### src/rtl/load_store_unit_pkg.sv
// Shared constants and types for the load/store unit: RV32I width codes,
// the access FSM states and the request legality check.
package load_store_unit_pkg;

  localparam logic [2:0] F3_B  = 3'b000;
  localparam logic [2:0] F3_H  = 3'b001;
  localparam logic [2:0] F3_W  = 3'b010;
  localparam logic [2:0] F3_BU = 3'b100;
  localparam logic [2:0] F3_HU = 3'b101;

  typedef enum logic [1:0] {
    LSU_IDLE = 2'd0,
    LSU_REQ  = 2'd1,
    LSU_DONE = 2'd2
  } lsu_state_e;

  // A request is rejected before touching the bus when its width code is not
  // legal for its direction or the address is not naturally aligned.
  function automatic logic lsu_bad_request(input logic       is_store,
                                           input logic [2:0] funct3,
                                           input logic [1:0] byte_off);
    logic bad;
    bad = 1'b1;
    case (funct3)
      F3_B:    bad = 1'b0;
      F3_H:    bad = byte_off[0];
      F3_W:    bad = (byte_off != 2'b00);
      F3_BU:   bad = is_store;
      F3_HU:   bad = is_store | byte_off[0];
      default: bad = 1'b1;
    endcase
    return bad;
  endfunction

endpackage

### src/rtl/load_store_unit_load_align_extend.sv
// Combinational load path: picks the addressed byte/half out of the read
// word and sign- or zero-extends it according to the width code.
module load_align_extend
  import load_store_unit_pkg::*;
(
  input  logic [2:0]  funct3,
  input  logic [1:0]  byte_off,
  input  logic [31:0] rdata,
  output logic [31:0] result
);

  logic [7:0]  byte_sel;
  logic [15:0] half_sel;

  // Lane selection and extension of the returned word.
  always_comb begin
    byte_sel = rdata[7:0];
    case (byte_off)
      2'd0: byte_sel = rdata[7:0];
      2'd1: byte_sel = rdata[15:8];
      2'd2: byte_sel = rdata[23:16];
      2'd3: byte_sel = rdata[31:24];
      default: byte_sel = rdata[7:0];
    endcase
    half_sel = byte_off[1] ? rdata[31:16] : rdata[15:0];
    case (funct3)
      F3_B:    result = {{24{byte_sel[7]}}, byte_sel};
      F3_BU:   result = {24'h000000, byte_sel};
      F3_H:    result = {{16{half_sel[15]}}, half_sel};
      F3_HU:   result = {16'h0000, half_sel};
      default: result = rdata;
    endcase
  end

endmodule

### src/rtl/load_store_unit.sv
// Data-memory access stage: one load or store per start over a req/ack bus,
// with byte-lane steering, alignment checks, a bus timeout and a busy stall.
module load_store_unit
  import load_store_unit_pkg::*;
#(
  parameter int ADDR_WIDTH     = 32,
  parameter int TIMEOUT_CYCLES = 255
) (
  input  logic                  clk,
  input  logic                  rst,
  input  logic                  start,
  input  logic                  is_store,
  input  logic [2:0]            funct3,
  input  logic [ADDR_WIDTH-1:0] addr,
  input  logic [31:0]           store_data,
  output logic                  busy,
  output logic                  done,
  output logic [31:0]           load_data,
  output logic                  err_misalign,
  output logic                  err_timeout,
  output logic                  mem_req,
  output logic                  mem_we,
  output logic [ADDR_WIDTH-1:0] mem_addr,
  output logic [31:0]           mem_wdata,
  output logic [3:0]            mem_be,
  input  logic                  mem_ack,
  input  logic [31:0]           mem_rdata
);

  localparam int CNT_W = $clog2(TIMEOUT_CYCLES + 1);
  localparam logic [CNT_W-1:0] CNT_LAST = CNT_W'(TIMEOUT_CYCLES - 1);

  lsu_state_e            state_q, state_d;
  logic [CNT_W-1:0]      cnt_q, cnt_d;
  logic                  we_q, we_d;
  logic [ADDR_WIDTH-1:0] addr_q, addr_d;
  logic [31:0]           wdata_q, wdata_d;
  logic [3:0]            be_q, be_d;
  logic [2:0]            funct3_q, funct3_d;
  logic [1:0]            off_q, off_d;
  logic [31:0]           load_data_q, load_data_d;
  logic                  misalign_q, misalign_d;
  logic                  timeout_q, timeout_d;

  logic [31:0]           lane_wdata;
  logic [3:0]            lane_be;
  logic [31:0]           ext_data;

  load_align_extend u_align (
    .funct3   (funct3_q),
    .byte_off (off_q),
    .rdata    (mem_rdata),
    .result   (ext_data)
  );

  // Store lane replication and byte enables for the incoming request.
  always_comb begin
    lane_wdata = 32'h0;
    lane_be    = 4'b1111;
    if (is_store) begin
      case (funct3)
        F3_B: begin
          lane_wdata = {4{store_data[7:0]}};
          lane_be    = 4'b0001 << addr[1:0];
        end
        F3_H: begin
          lane_wdata = {2{store_data[15:0]}};
          lane_be    = addr[1] ? 4'b1100 : 4'b0011;
        end
        default: begin
          lane_wdata = store_data;
          lane_be    = 4'b1111;
        end
      endcase
    end
  end

  // Next-state logic: accept or reject in IDLE, wait for ack or timeout in REQ.
  always_comb begin
    state_d     = state_q;
    cnt_d       = cnt_q;
    we_d        = we_q;
    addr_d      = addr_q;
    wdata_d     = wdata_q;
    be_d        = be_q;
    funct3_d    = funct3_q;
    off_d       = off_q;
    load_data_d = load_data_q;
    misalign_d  = misalign_q;
    timeout_d   = timeout_q;
    case (state_q)
      LSU_IDLE: begin
        cnt_d = '0;
        if (start) begin
          timeout_d = 1'b0;
          if (lsu_bad_request(is_store, funct3, addr[1:0])) begin
            misalign_d = 1'b1;
            state_d    = LSU_DONE;
          end else begin
            misalign_d = 1'b0;
            we_d       = is_store;
            addr_d     = {addr[ADDR_WIDTH-1:2], 2'b00};
            wdata_d    = lane_wdata;
            be_d       = lane_be;
            funct3_d   = funct3;
            off_d      = addr[1:0];
            state_d    = LSU_REQ;
          end
        end
      end
      LSU_REQ: begin
        if (mem_ack) begin
          if (!we_q) begin
            load_data_d = ext_data;
          end
          state_d = LSU_DONE;
        end else if (cnt_q == CNT_LAST) begin
          timeout_d = 1'b1;
          state_d   = LSU_DONE;
        end else begin
          cnt_d = cnt_q + CNT_W'(1);
        end
      end
      LSU_DONE: begin
        cnt_d   = '0;
        state_d = LSU_IDLE;
      end
      default: begin
        cnt_d   = '0;
        state_d = LSU_IDLE;
      end
    endcase
  end

  // State and latched request registers, cleared asynchronously.
  always_ff @(posedge clk or posedge rst) begin
    if (rst) begin
      state_q     <= LSU_IDLE;
      cnt_q       <= '0;
      we_q        <= 1'b0;
      addr_q      <= '0;
      wdata_q     <= 32'h0;
      be_q        <= 4'h0;
      funct3_q    <= 3'h0;
      off_q       <= 2'h0;
      load_data_q <= 32'h0;
      misalign_q  <= 1'b0;
      timeout_q   <= 1'b0;
    end else begin
      state_q     <= state_d;
      cnt_q       <= cnt_d;
      we_q        <= we_d;
      addr_q      <= addr_d;
      wdata_q     <= wdata_d;
      be_q        <= be_d;
      funct3_q    <= funct3_d;
      off_q       <= off_d;
      load_data_q <= load_data_d;
      misalign_q  <= misalign_d;
      timeout_q   <= timeout_d;
    end
  end

  assign busy         = (state_q != LSU_IDLE);
  assign done         = (state_q == LSU_DONE);
  assign mem_req      = (state_q == LSU_REQ);
  assign err_misalign = done & misalign_q;
  assign err_timeout  = done & timeout_q;
  assign load_data    = load_data_q;
  assign mem_we       = we_q;
  assign mem_addr     = addr_q;
  assign mem_wdata    = wdata_q;
  assign mem_be       = be_q;

endmodule
### config.mk
export PLATFORM = sky130hd
export DESIGN_NAME = load_store_unit
export DESIGN_NICKNAME = d
export VERILOG_FILES = /design/src/rtl/load_store_unit_pkg.sv /design/src/rtl/load_store_unit_load_align_extend.sv /design/src/rtl/load_store_unit.sv
export SDC_FILE = /design/constraint.sdc
export NUM_CORES = 1
export LEC_CHECK = 0
export ABC_AREA = 1
export BUFFER_PORTS_ARGS = -buffer_cell sky130_fd_sc_hd__buf_2
export CAP_MARGIN = 20
export CORE_MARGIN = 2
export CORE_UTILIZATION = 35
export DETAILED_ROUTE_END_ITERATION = 8
export SETUP_SLACK_MARGIN = 0.2
export SYNTH_ARGS = -nofsm -noshare
export SYNTH_HDL_FRONTEND = slang
export SYNTH_SLANG_ARGS = --single-unit
### constraint.sdc
create_clock -name clk -period 5.2 [get_ports clk]
set_input_delay 1.04 -clock clk [delete_from_list [all_inputs] [get_ports clk]]
set_output_delay 1.04 -clock clk [all_outputs]
set_load 0.01 [all_outputs]
==> metrics.csv <==
stage,metric,value,unit
cts,post-cts repair resize count,0,
sta,final setup vio count,0,
worst_setup_path,worst r2r path cells,7,
drt,WL/cell,13.7,um
worst_setup_path,worst path required time,5520,ps
cts,"CTS clk-pin slew, worst paths",50,ps
pwr,pwr dens,488,nW/um^2
yosys,Synth Warn #,0,
yosys,Avg Synthesized Cell Area,7.46,sq um
floorplan,die height,134,um
drt,1st-iter DRT viols,319,
yosys,Yosys reg bits,116,
layout,fin util,0.461,
sta,headroom to the max-slew limit,0.311,
worst_hold_path,min-delay src,load_data[2],
pwr,Comb pwr share,0.306,
pwr,Psw,0.00130,W
yosys,Unique masters post-synth,30,
worst_hold_path,WHS Endpoint,load_data[2],
layout,layout cells sized above 1,0.270,
cts,clock sink count,116,
sta,final setup TNS,0,ps
cts,setup bufs post-CTS,0,
layout,nets,1099,
yosys,synthesized instance count,798,
floorplan,core area,16600,sq um
drt,DRC,0,
grt,total track usage,0.189,
yosys,top_reg_cell synth,dfrtp_1,
drt,Antenna Nets Post-Route,0,
worst_setup_path,crit start category,register,
floorplan,Site Rows,47,
grt,initial antenna violation count,1,
worst_setup_path,crit path cell chain,"inv_1, nand3_1, nand2_1, nand2_1, nand3_1, nand2_1, inv_1",
cts,Inserted Clock Buffers,17,
worst_setup_path,"most used cell, CP",nand2_1,
cts,"Hold-fix buffers, CTS",0,
worst_setup_path,CP top delay family,simple AND/OR/NAND/NOR gates,
placement,DP Worst Slack,2540,ps
sta,worst hold margin,471,ps
yosys,"count leader, synth",nand2_1,
cts,number of buffers on the longest clock path,2,
pwr,VDD IR max,0.246,mV
worst_hold_path,hold depth,2,
drt,DR vias,5720,
pwr,Seq pwr share,0.373,
sta,final hold vios,0,
yosys,ranking of synthesized cells by area,"dfrtp_1, nand2_1, inv_1",
placement,RePlAce Congestion,0.848,
floorplan,IO Count,210,
floorplan,Initial Utilization,0.359,
drt,iteration count of the initial detailed-routing pass,5,
floorplan,die area,18100,sq um
yosys,synthesized cell area,5950,sq um
pwr,leak pwr,4.43,nW
sta,final period utilization,0.461,
worst_setup_path,crit path DAT,2720,ps
placement,Placed Instance Area,7040,sq um
worst_setup_path,r2r setup slk,2800,ps
yosys,"EDFF count, synth",0,
cts,H-tree levels,4,
grt,first-pass GRT wire length,26900,um
cts,Root Buffer,clkbuf_16,
sta,post-layout min period,2400,ps
worst_setup_path,top fanout value on the critical path,35,
status,status,finished clean,
grt,pin count of the biggest net entering global routing,74,
worst_setup_path,Buf/Inv on CP,2,
yosys,Post-synth ARST share,1.00,
cts,"Clk Latency, worst-skew pair",420,ps
yosys,Synth area leader,dfrtp_1,
sta,final setup margin,2800,ps
worst_setup_path,RR Endpoint,load_data[20],
grt,total grt overflow,0,
drt,Vias/cell,4.67,
sta,fin. max-slew vios,0,
sta,Least-Margin Pin Slew,1030,ps
pwr,Int Pwr,0.00243,W
placement,Buffers on Ports,207,
placement,dpl hpwl,11900,um
layout,Final Cell Area,7640,sq um
yosys,Synth top area share,0.488,
worst_setup_path,CP Capture Type,register,
worst_setup_path,crit-path max cell delay,1020,ps
pwr,clock network power share,0.321,
worst_hold_path,HP Class,reg2reg,
sta,RSZ-0062 raised after global routing,false,
sta,maximum clock rate,417,MHz
floorplan,Die X,134,um
yosys,post-synthesis sequential area ratio,0.488,
worst_setup_path,CP max-delay cell,dfrtp_1,
yosys,most frequent cells after synthesis,"nand2_1, dfrtp_1, inv_1, o21ai_0, nor2_1",
sta,Fin Clk Skew,17.1,ps
worst_setup_path,worst r2r src,off_q[1],
layout,area growth from synthesis to layout,28.4,%
run,Max Cap Viol,0,
drt,drt total wl,16800,um
worst_setup_path,Crit Path Category,reg2reg,
grt,vias in the first global route,5340,
cts,CTS tree,built,
pwr,sw frac,0.349,
cells in the final DEF (no fill, tap or decap), types with 3 or more instances in the layout:
| cell type | n |
|---|---|
| nand2_1 | 306 |
| buf_2 | 207 |
| dfrtp_1 | 116 |
| inv_1 | 95 |
| o21ai_0 | 63 |
| nor2_1 | 52 |
| nand3_1 | 49 |
| a21oi_1 | 19 |
| clkbuf_16 | 17 |
| or2_2 | 8 |
| o22ai_1 | 8 |
| o211ai_1 | 7 |
| inv_2 | 6 |
| o21ai_1 | 6 |
| buf_4 | 5 |
| clkinv_2 | 4 |
| nand2_2 | 3 |
| xor2_1 | 3 |
| o21ai_2 | 3 |
| clkbuf_8 | 3 |
| clkinvlp_4 | 3 |
| bufinv_16 | 3 |
layer usage:
layer  wire length, um  vias to the layer above  part of all wire  track usage
met1              7430                     2631              0.44        0.245
met2              7690                      210              0.46        0.290
met5                14                        -           0.00083            0
met3              1470                       21             0.088       0.0733
li1                  -                     2856                 -            -
met4               202                        2             0.012       0.0637
flip-flops by register name, indices dropped and copies added, names as in the netlist:
| name | cells |
|---|---|
| off_q | 2 |
| load_data | 32 |
| misalign_q | 1 |
| funct3_q | 3 |
| cnt_q | 8 |
| mem_be | 4 |
| state_q | 2 |
| timeout_q | 1 |
| mem_we | 1 |
| mem_addr | 30 |
| mem_wdata | 32 |
power groups by stage:
stage          Combinational [W]  Clock [W]  Sequential, W
2_1_floorplan           0.000603          0        0.00149
3_3_place_gp             0.00114          0        0.00140
3_5_place_dp             0.00116          0        0.00140
4_1_cts                  0.00116    0.00123        0.00139
5_1_grt                  0.00129    0.00127        0.00143
6_report                 0.00114    0.00120        0.00139
metrics by stage:
| step | total power, W | cells |
|---|---|---|
| after floorplan | 0.00209 | 799 |
| after global placement | 0.00254 | 1194 |
| after detailed placement | 0.00256 | 1194 |
| after CTS | 0.00378 | 1225 |
| after global routing | 0.00399 | 1225 |
| final | 0.00373 | 1226 |
how the worst max path moves through the flow:
stage | from | endpoint | slack, ps | cells after the start
4_1_cts | off_q[1] | load_data[27] | 2800 | 7
2_1_floorplan | rst | cnt_q[0] | 1090 | 1
6_report | off_q[1] | load_data[20] | 2800 | 7
3_5_place_dp | funct3[2] | mem_wdata[31] | 2540 | 7
5_1_grt | off_q[1] | load_data[18] | 2460 | 7
3_3_place_gp | funct3[2] | mem_wdata[31] | 2630 | 7
final cells by class:
class	instances	area (sq um)
Multi-Input combinational cell	542	2390
Fill cell	1735	8940
Clock buffer	22	474
Tap cell	220	275
Sequential cell	116	2900
Timing Repair Buffer	212	1070
Antenna cell	1	2.50
Clock inverter	9	128
Inverter	104	397
cells by family after synthesis:
logic type,count (synthesis),synth area share
and+or+nand+nor,428,0.295
buffers and inverters,141,0.111
DFF,116,0.488
AOI/OAI and AO/OA,107,0.0967
xor gates and xnor gates,3,0.00442
adders and majority gates,2,0.00421
other,1,0.000630
worst reg2reg max path, stage by stage (launching register included):
cell	delay (ps)
dfrtp_1	1020
inv_1	140
nand3_1	130
nand2_1	70
nand2_1	630
nand3_1	180
nand2_1	100
inv_1	40
Power figures use the tool's default switching activity.
